<file path="src/rtl/dmem_arb_pkg.sv">
// Shared encodings and default sizes for the data-memory port arbiter.
package dmem_arb_pkg;

    localparam int ADDR_W_DEF       = 32;
    localparam int DATA_W_DEF       = 32;
    localparam int MAX_BURST_DEF    = 16;
    localparam int STARVE_LIMIT_DEF = 8;

    typedef enum logic [1:0] {
        IDLE      = 2'd0,
        CORE      = 2'd1,
        DMA_BURST = 2'd2
    } arb_state_e;

    // Outstanding-read owner: one bit per requester, at most one set at a time.
    typedef struct packed {
        logic dma_rd;
        logic core_rd;
    } owner_t;

endpackage

</file>
<file path="src/rtl/dmem_arb_resp_track.sv">
// Remembers who issued the read last cycle and steers the 1-cycle read response.
module dmem_arb_resp_track
    import dmem_arb_pkg::*;
(
    input  logic clk,
    input  logic rst,
    input  logic core_rd,
    input  logic dma_rd,
    output logic core_rvalid,
    output logic dma_rvalid
);

    owner_t owner;

    // Async clear drops any pending response so nothing is delivered after reset.
    always_ff @(posedge clk or negedge rst) begin
        if (!rst) begin
            owner <= '0;
        end else begin
            owner.core_rd <= core_rd;
            owner.dma_rd  <= dma_rd;
        end
    end

    assign core_rvalid = owner.core_rd;
    assign dma_rvalid  = owner.dma_rd;

endmodule

</file>
<file path="src/rtl/dmem_port_arbiter.sv">
// Arbitrates the single data-memory port between the core MEM stage and a DMA requester.
// Optional DMA starvation guard is enabled by defining DMEM_ARB_STARVE_GUARD_EN.
module dmem_port_arbiter
    import dmem_arb_pkg::*;
#(
    parameter int ADDR_W       = ADDR_W_DEF,
    parameter int DATA_W       = DATA_W_DEF,
    parameter int MAX_BURST    = MAX_BURST_DEF,
    parameter int STARVE_LIMIT = STARVE_LIMIT_DEF
) (
    input  logic              clk,
    input  logic              rst,
    input  logic              core_req,
    input  logic              core_we,
    input  logic [ADDR_W-1:0] core_addr,
    input  logic [DATA_W-1:0] core_wdata,
    output logic              core_gnt,
    output logic              core_rvalid,
    output logic              stall_m,
    input  logic              dma_req,
    input  logic              dma_lock,
    input  logic              dma_we,
    input  logic [ADDR_W-1:0] dma_addr,
    input  logic [DATA_W-1:0] dma_wdata,
    output logic              dma_gnt,
    output logic              dma_rvalid,
    output logic              mem_en,
    output logic              mem_we,
    output logic [ADDR_W-1:0] mem_addr,
    output logic [DATA_W-1:0] mem_wdata,
    input  logic [DATA_W-1:0] mem_rdata,
    output logic [1:0]        fsm_state
);

    localparam int BCNT_W = $clog2(MAX_BURST + 1);

    arb_state_e        state, state_next;
    logic [BCNT_W-1:0] burst_cnt, burst_cnt_next;
    logic              starve_force;

`ifdef DMEM_ARB_STARVE_GUARD_EN
    localparam int SCNT_W = $clog2(STARVE_LIMIT + 1);
    logic [SCNT_W-1:0] starve_cnt;

    assign starve_force = (starve_cnt == SCNT_W'(STARVE_LIMIT));

    always_ff @(posedge clk or negedge rst) begin
        if (!rst) begin
            starve_cnt <= '0;
        end else if (!dma_req || dma_gnt) begin
            starve_cnt <= '0;
        end else if (!starve_force) begin
            starve_cnt <= starve_cnt + 1'b1;
        end
    end
`else
    logic unused_starve_limit;
    assign unused_starve_limit = ^STARVE_LIMIT;
    assign starve_force        = 1'b0;
`endif

    always_ff @(posedge clk or negedge rst) begin
        if (!rst) begin
            state     <= IDLE;
            burst_cnt <= '0;
        end else begin
            state     <= state_next;
            burst_cnt <= burst_cnt_next;
        end
    end

    // burst_cnt counts every grant of the locked burst, including the one that opens it.
    always_comb begin
        state_next     = state;
        burst_cnt_next = burst_cnt;
        core_gnt       = 1'b0;
        dma_gnt        = 1'b0;
        if (rst) begin
            case (state)
                IDLE, CORE: begin
                    state_next = IDLE;
                    if (starve_force && dma_req) begin
                        dma_gnt = 1'b1;
                    end else if (core_req) begin
                        core_gnt   = 1'b1;
                        state_next = CORE;
                    end else if (dma_req) begin
                        dma_gnt        = 1'b1;
                        burst_cnt_next = BCNT_W'(1);
                        if (dma_lock && (MAX_BURST > 1)) begin
                            state_next = DMA_BURST;
                        end
                    end
                end
                DMA_BURST: begin
                    if (dma_req) begin
                        dma_gnt        = 1'b1;
                        burst_cnt_next = burst_cnt + 1'b1;
                        if (!dma_lock || (burst_cnt_next == BCNT_W'(MAX_BURST))) begin
                            state_next = IDLE;
                        end
                    end else if (!dma_lock) begin
                        state_next = IDLE;
                    end
                end
                default: state_next = IDLE;
            endcase
        end
    end

    always_comb begin
        mem_we    = 1'b0;
        mem_addr  = '0;
        mem_wdata = '0;
        if (core_gnt) begin
            mem_we    = core_we;
            mem_addr  = core_addr;
            mem_wdata = core_wdata;
        end else if (dma_gnt) begin
            mem_we    = dma_we;
            mem_addr  = dma_addr;
            mem_wdata = dma_wdata;
        end
    end

    assign mem_en    = core_gnt | dma_gnt;
    assign stall_m   = core_req & ~core_gnt;
    assign fsm_state = state;

    dmem_arb_resp_track u_resp_track (
        .clk         (clk),
        .rst         (rst),
        .core_rd     (core_gnt & ~core_we),
        .dma_rd      (dma_gnt & ~dma_we),
        .core_rvalid (core_rvalid),
        .dma_rvalid  (dma_rvalid)
    );

    // mem_rdata is steered by the rvalid flags; the arbiter itself never looks at it.
    logic unused_rdata;
    assign unused_rdata = ^mem_rdata;

endmodule

</file>
<file path="config.mk">
export PLATFORM = sky130hd
export DESIGN_NAME = dmem_port_arbiter
export DESIGN_NICKNAME = d
export VERILOG_FILES = /design/src/rtl/dmem_arb_pkg.sv /design/src/rtl/dmem_arb_resp_track.sv /design/src/rtl/dmem_port_arbiter.sv
export SDC_FILE = /design/constraint.sdc
export NUM_CORES = 1
export LEC_CHECK = 0
export ABC_AREA = 1
export CAP_MARGIN = 10
export CORE_AREA = 3 3 91 93
export DETAILED_ROUTE_END_ITERATION = 8
export DIE_AREA = 0 0 94 96
export PLACE_DENSITY = 0.79
export SYNTH_ARGS = -nofsm -noshare
export SYNTH_HDL_FRONTEND = slang
export SYNTH_HIERARCHICAL = 1
export SYNTH_SLANG_ARGS = --single-unit
</file>
<file path="constraint.sdc">
create_clock -name clk -period 2.7 [get_ports clk]
set_clock_uncertainty 0.15 [all_clocks]
set_input_delay 0.54 -clock clk [delete_from_list [all_inputs] [get_ports clk]]
set_output_delay 0.54 -clock clk [all_outputs]
set_load 0.02 [all_outputs]
</file>
==> flow_summary.toml <==
[die]
floorplan.io_pins = 240
core-area_mm2 = 0.007607
die-area_mm2 = 0.009024
die_x_um = 94
rows = 32
die_h_um = 96
start_util_pct = 14.72

[yosys]
synthSimpleGateAreaFrac_pct = 14.41
yosys_warnings = 6
yosys.area.top_type = "a22o_1"
syn_inst = 140
seq_area_frac_synth_pct = 20.11
syn_area_per_cell_um2 = 7.999
synth_mux_area_share_pct = 0
synthesis.area_mm2 = 0.001120
synth_area_leaders = "a22o_1 (51%), dfrtp_1 (20%), nand2_1 (6.7%)"
ys_types = 18
synth_compound_area_share_pct = 54.41
synth_nets = 308
synth_fa_ha_area_share_pct = 1.117
synth-xor-area-share_pct = 0
synth_seq_cells = 9
synth_top_area_share_pct = 50.84
synth_top_family_by_area = "compound AO/OA/AOI/OAI gates"

[status]
status = "finished clean"

[worst_setup_path]
worstPathRequired_ns = 2.01
cp-startpoint = "dma_req"
r2r_end = "burst_cnt[3]$_DFFE_PN0P_"
end_kind = "output port"
endpoint = "mem_addr[8]"
cp_max_fo = 13
arrival_ns = 1.96
path_class = "in2out"
startpoint_type = "input pin"
timing.reg2reg.setup_slack_ns = 1.11
rr_worst_depth = 5
timing.rr.start = "fsm_state[1]$_DFFE_PN0P_"

[drt]
wl_per_cell_um = 17.07
dr_total_vias = 2031
ant_nets = 0
postRouteWirelength_um = 7803
viasPerCell = 4.444
drtPass1Iterations = 4
drc = 0
drt-initial-drc-count = 86

[layout]
final_cells = 457
layout.filler_cells = 761
ff_latch_area_um2 = 225.2
drive_gt1_share_pct = 25.63
antenna_cells = 0
multi_input_area_um2 = 785.8
final_nets = 524
synthToLayoutAreaGrowth_pct = 191.3

[place]
place.gp.congestion = 0.7513
dp_cells = 447
hpwl_um = 6179
pre_cts_ws_ns = -0.4425
portBuffers = 207

[pwr]
pwr_density_cell_mw_per_mm2 = 275.8
p_leak_nw = 1.498
vdd_drop_max_mv = 0.1070

[cts]
cts_hold_buf = 0
numCtsBuffers = 3
htree_levels = 1
cts_tree = "done"
ctsRootBufferMaster = "clkbuf_8"
clk_pin_slew_ns = 0.05
insertion_delay_ns = 0.23
clockBufferDepth = 2
numClockSinks = 9

[sta]
slew_violations = 0
fin_crit_sh_pct = 98.25
finalCriticalPeriod_ns = 2.653
rsz0062_at_grt = "true"
slew_headroom_pct = 82.10
tns_ns = 0
fmax_mhz = 376.9
setup_ws_ns = 0.04712
worst_pin_slew_ns = 0.2675
finalHoldViolations = 0
setup_viol = 0

[global_route]
antenna_found_initial = 0
grt_pass1_vias = 1907
grt_usage_pct = 13.91
grt-ovfl-total = 0
grt_max_degree = 38
grt_pass1_wl_um = 9880

[run]
drv_cap = 0

[hold_path]
hold_path_class = "in2async"
## power breakdown
| part | internal, W | switching [W] |
|---|---|---|
| sequential | 0.000149 | 0.0000154 |
| clock | 0.000103 | 0.0000567 |
| combinational | 0.000329 | 0.000246 |
| total | 0.000581 | 0.000318 |
## cell type report
| class | count | share of cell area (%) |
|---|---|---|
| sequential | 9 | 6.904 |
| multi-input combinational | 109 | 24.09 |
| timing repair buffer | 225 | 62.79 |
| inverter | 8 | 0.9206 |
| tap | 102 | 3.913 |
| clock buffer | 4 | 1.381 |
## kinds of logic after synthesis
| family | count (synthesis) |
|---|---|
| buffers and inverters | 22 |
| AO/OA/AOI/OAI | 70 |
| AND/OR/NAND/NOR | 38 |
| adder cells (fa/ha/maj) | 1 |
| flip-flops | 9 |
## sequential cells by signal (all words and copies together) (netlist names)
name / flops
burst_cnt: 5
fsm_state: 2
u_resp_track/core_rvalid: 1
u_resp_track/dma_rvalid: 1
## layout by cell type (no fill, tap or decap), drive strengths merged
| cell type | synthesis | routed |
|---|---|---|
| nor2 | 8 | 8 |
| a22oi | 1 | 1 |
| o22ai | 1 | 1 |
| o21ai | 2 | 2 |
| inv | 8 | 8 |
| or2 | 1 | 1 |
| buf | 11 | 61 |
| nand3 | 6 | 6 |
| dlygate4sd2 | 0 | 5 |
| nor3 | 1 | 1 |
| clkdlybuf4s50 | 0 | 137 |
| ha | 1 | 1 |
| a21oi | 1 | 1 |
| nand4 | 2 | 2 |
| dfrtp | 9 | 9 |
| a22o | 65 | 65 |
| clkbuf | 3 | 19 |
| nand2 | 20 | 20 |
| clkdlybuf4s15 | 0 | 7 |
## stage by stage
step | power, W | area, um^2 | hold WS (ns) | utilization [%]
2_1_floorplan | 0.0003889 | 1120 | 0.09441 | -
3_3_place_gp | 0.0007702 | 3376 | 0.3393 | 44.38
3_5_place_dp | 0.0007805 | 3376 | 0.3644 | 44.38
4_1_cts | 0.0009008 | 3289 | 0.2467 | 43.24
5_1_grt | 0.0009471 | 3262 | 0.2514 | 42.88
6_report | 0.0008996 | 3262 | 0.2495 | 42.88
## worst max-delay path, cell delays in order
cell and delay [ns]:
clkdlybuf4s50_1 0.48, nand2_1 0.10, a21oi_4 0.22, buf_4 0.17, clkbuf_16 0.15, a22o_1 0.13, clkbuf_2 0.16
## worst min path at each step
stage               slack [ns]                startpoint                       end  depth (start not counted)
finish                    0.25                       rst  fsm_state[0]$_DFFE_PN0P_                          2
global route              0.25                       rst  fsm_state[0]$_DFFE_PN0P_                          2
CTS                       0.25                       rst  fsm_state[0]$_DFFE_PN0P_                          2
detailed placement        0.36  fsm_state[0]$_DFFE_PN0P_  fsm_state[0]$_DFFE_PN0P_                          2
global placement          0.34  fsm_state[0]$_DFFE_PN0P_  fsm_state[0]$_DFFE_PN0P_                          2
floorplan                 0.09                       rst  burst_cnt[0]$_DFFE_PN0P_                          0
## cells in the mapped netlist
cell type / number
buf_6: 2
dfrtp_1: 9
a22o_1: 65
nor3_1: 1
inv_1: 8
a22oi_1: 1
o21ai_0: 2
a21oi_4: 1
ha_1: 1
buf_2: 8
nand3_1: 6
or2_4: 1
nor2_1: 8
buf_4: 1
nand4_1: 2
o22ai_1: 1
nand2_1: 20
clkbuf_1: 3
## layer usage
metal  share of wire [%]  global-route usage, %  up-vias
li1                    -                      -      980
met1                  38                  16.59      932
met2                  50                  24.60      117
met3                  12                  4.691        2
met4                0.31                  2.286        0
met5                   0                      0        -
## repair_timing
action                                  4_1_cts  5_1_grt
pin swaps                                     1        2
cloned                                        1        2
buffers inserted                              2        2
endpoints found under the setup margin       68       66
resized for setup                           219       36
Power figures use the tool's default switching activity.
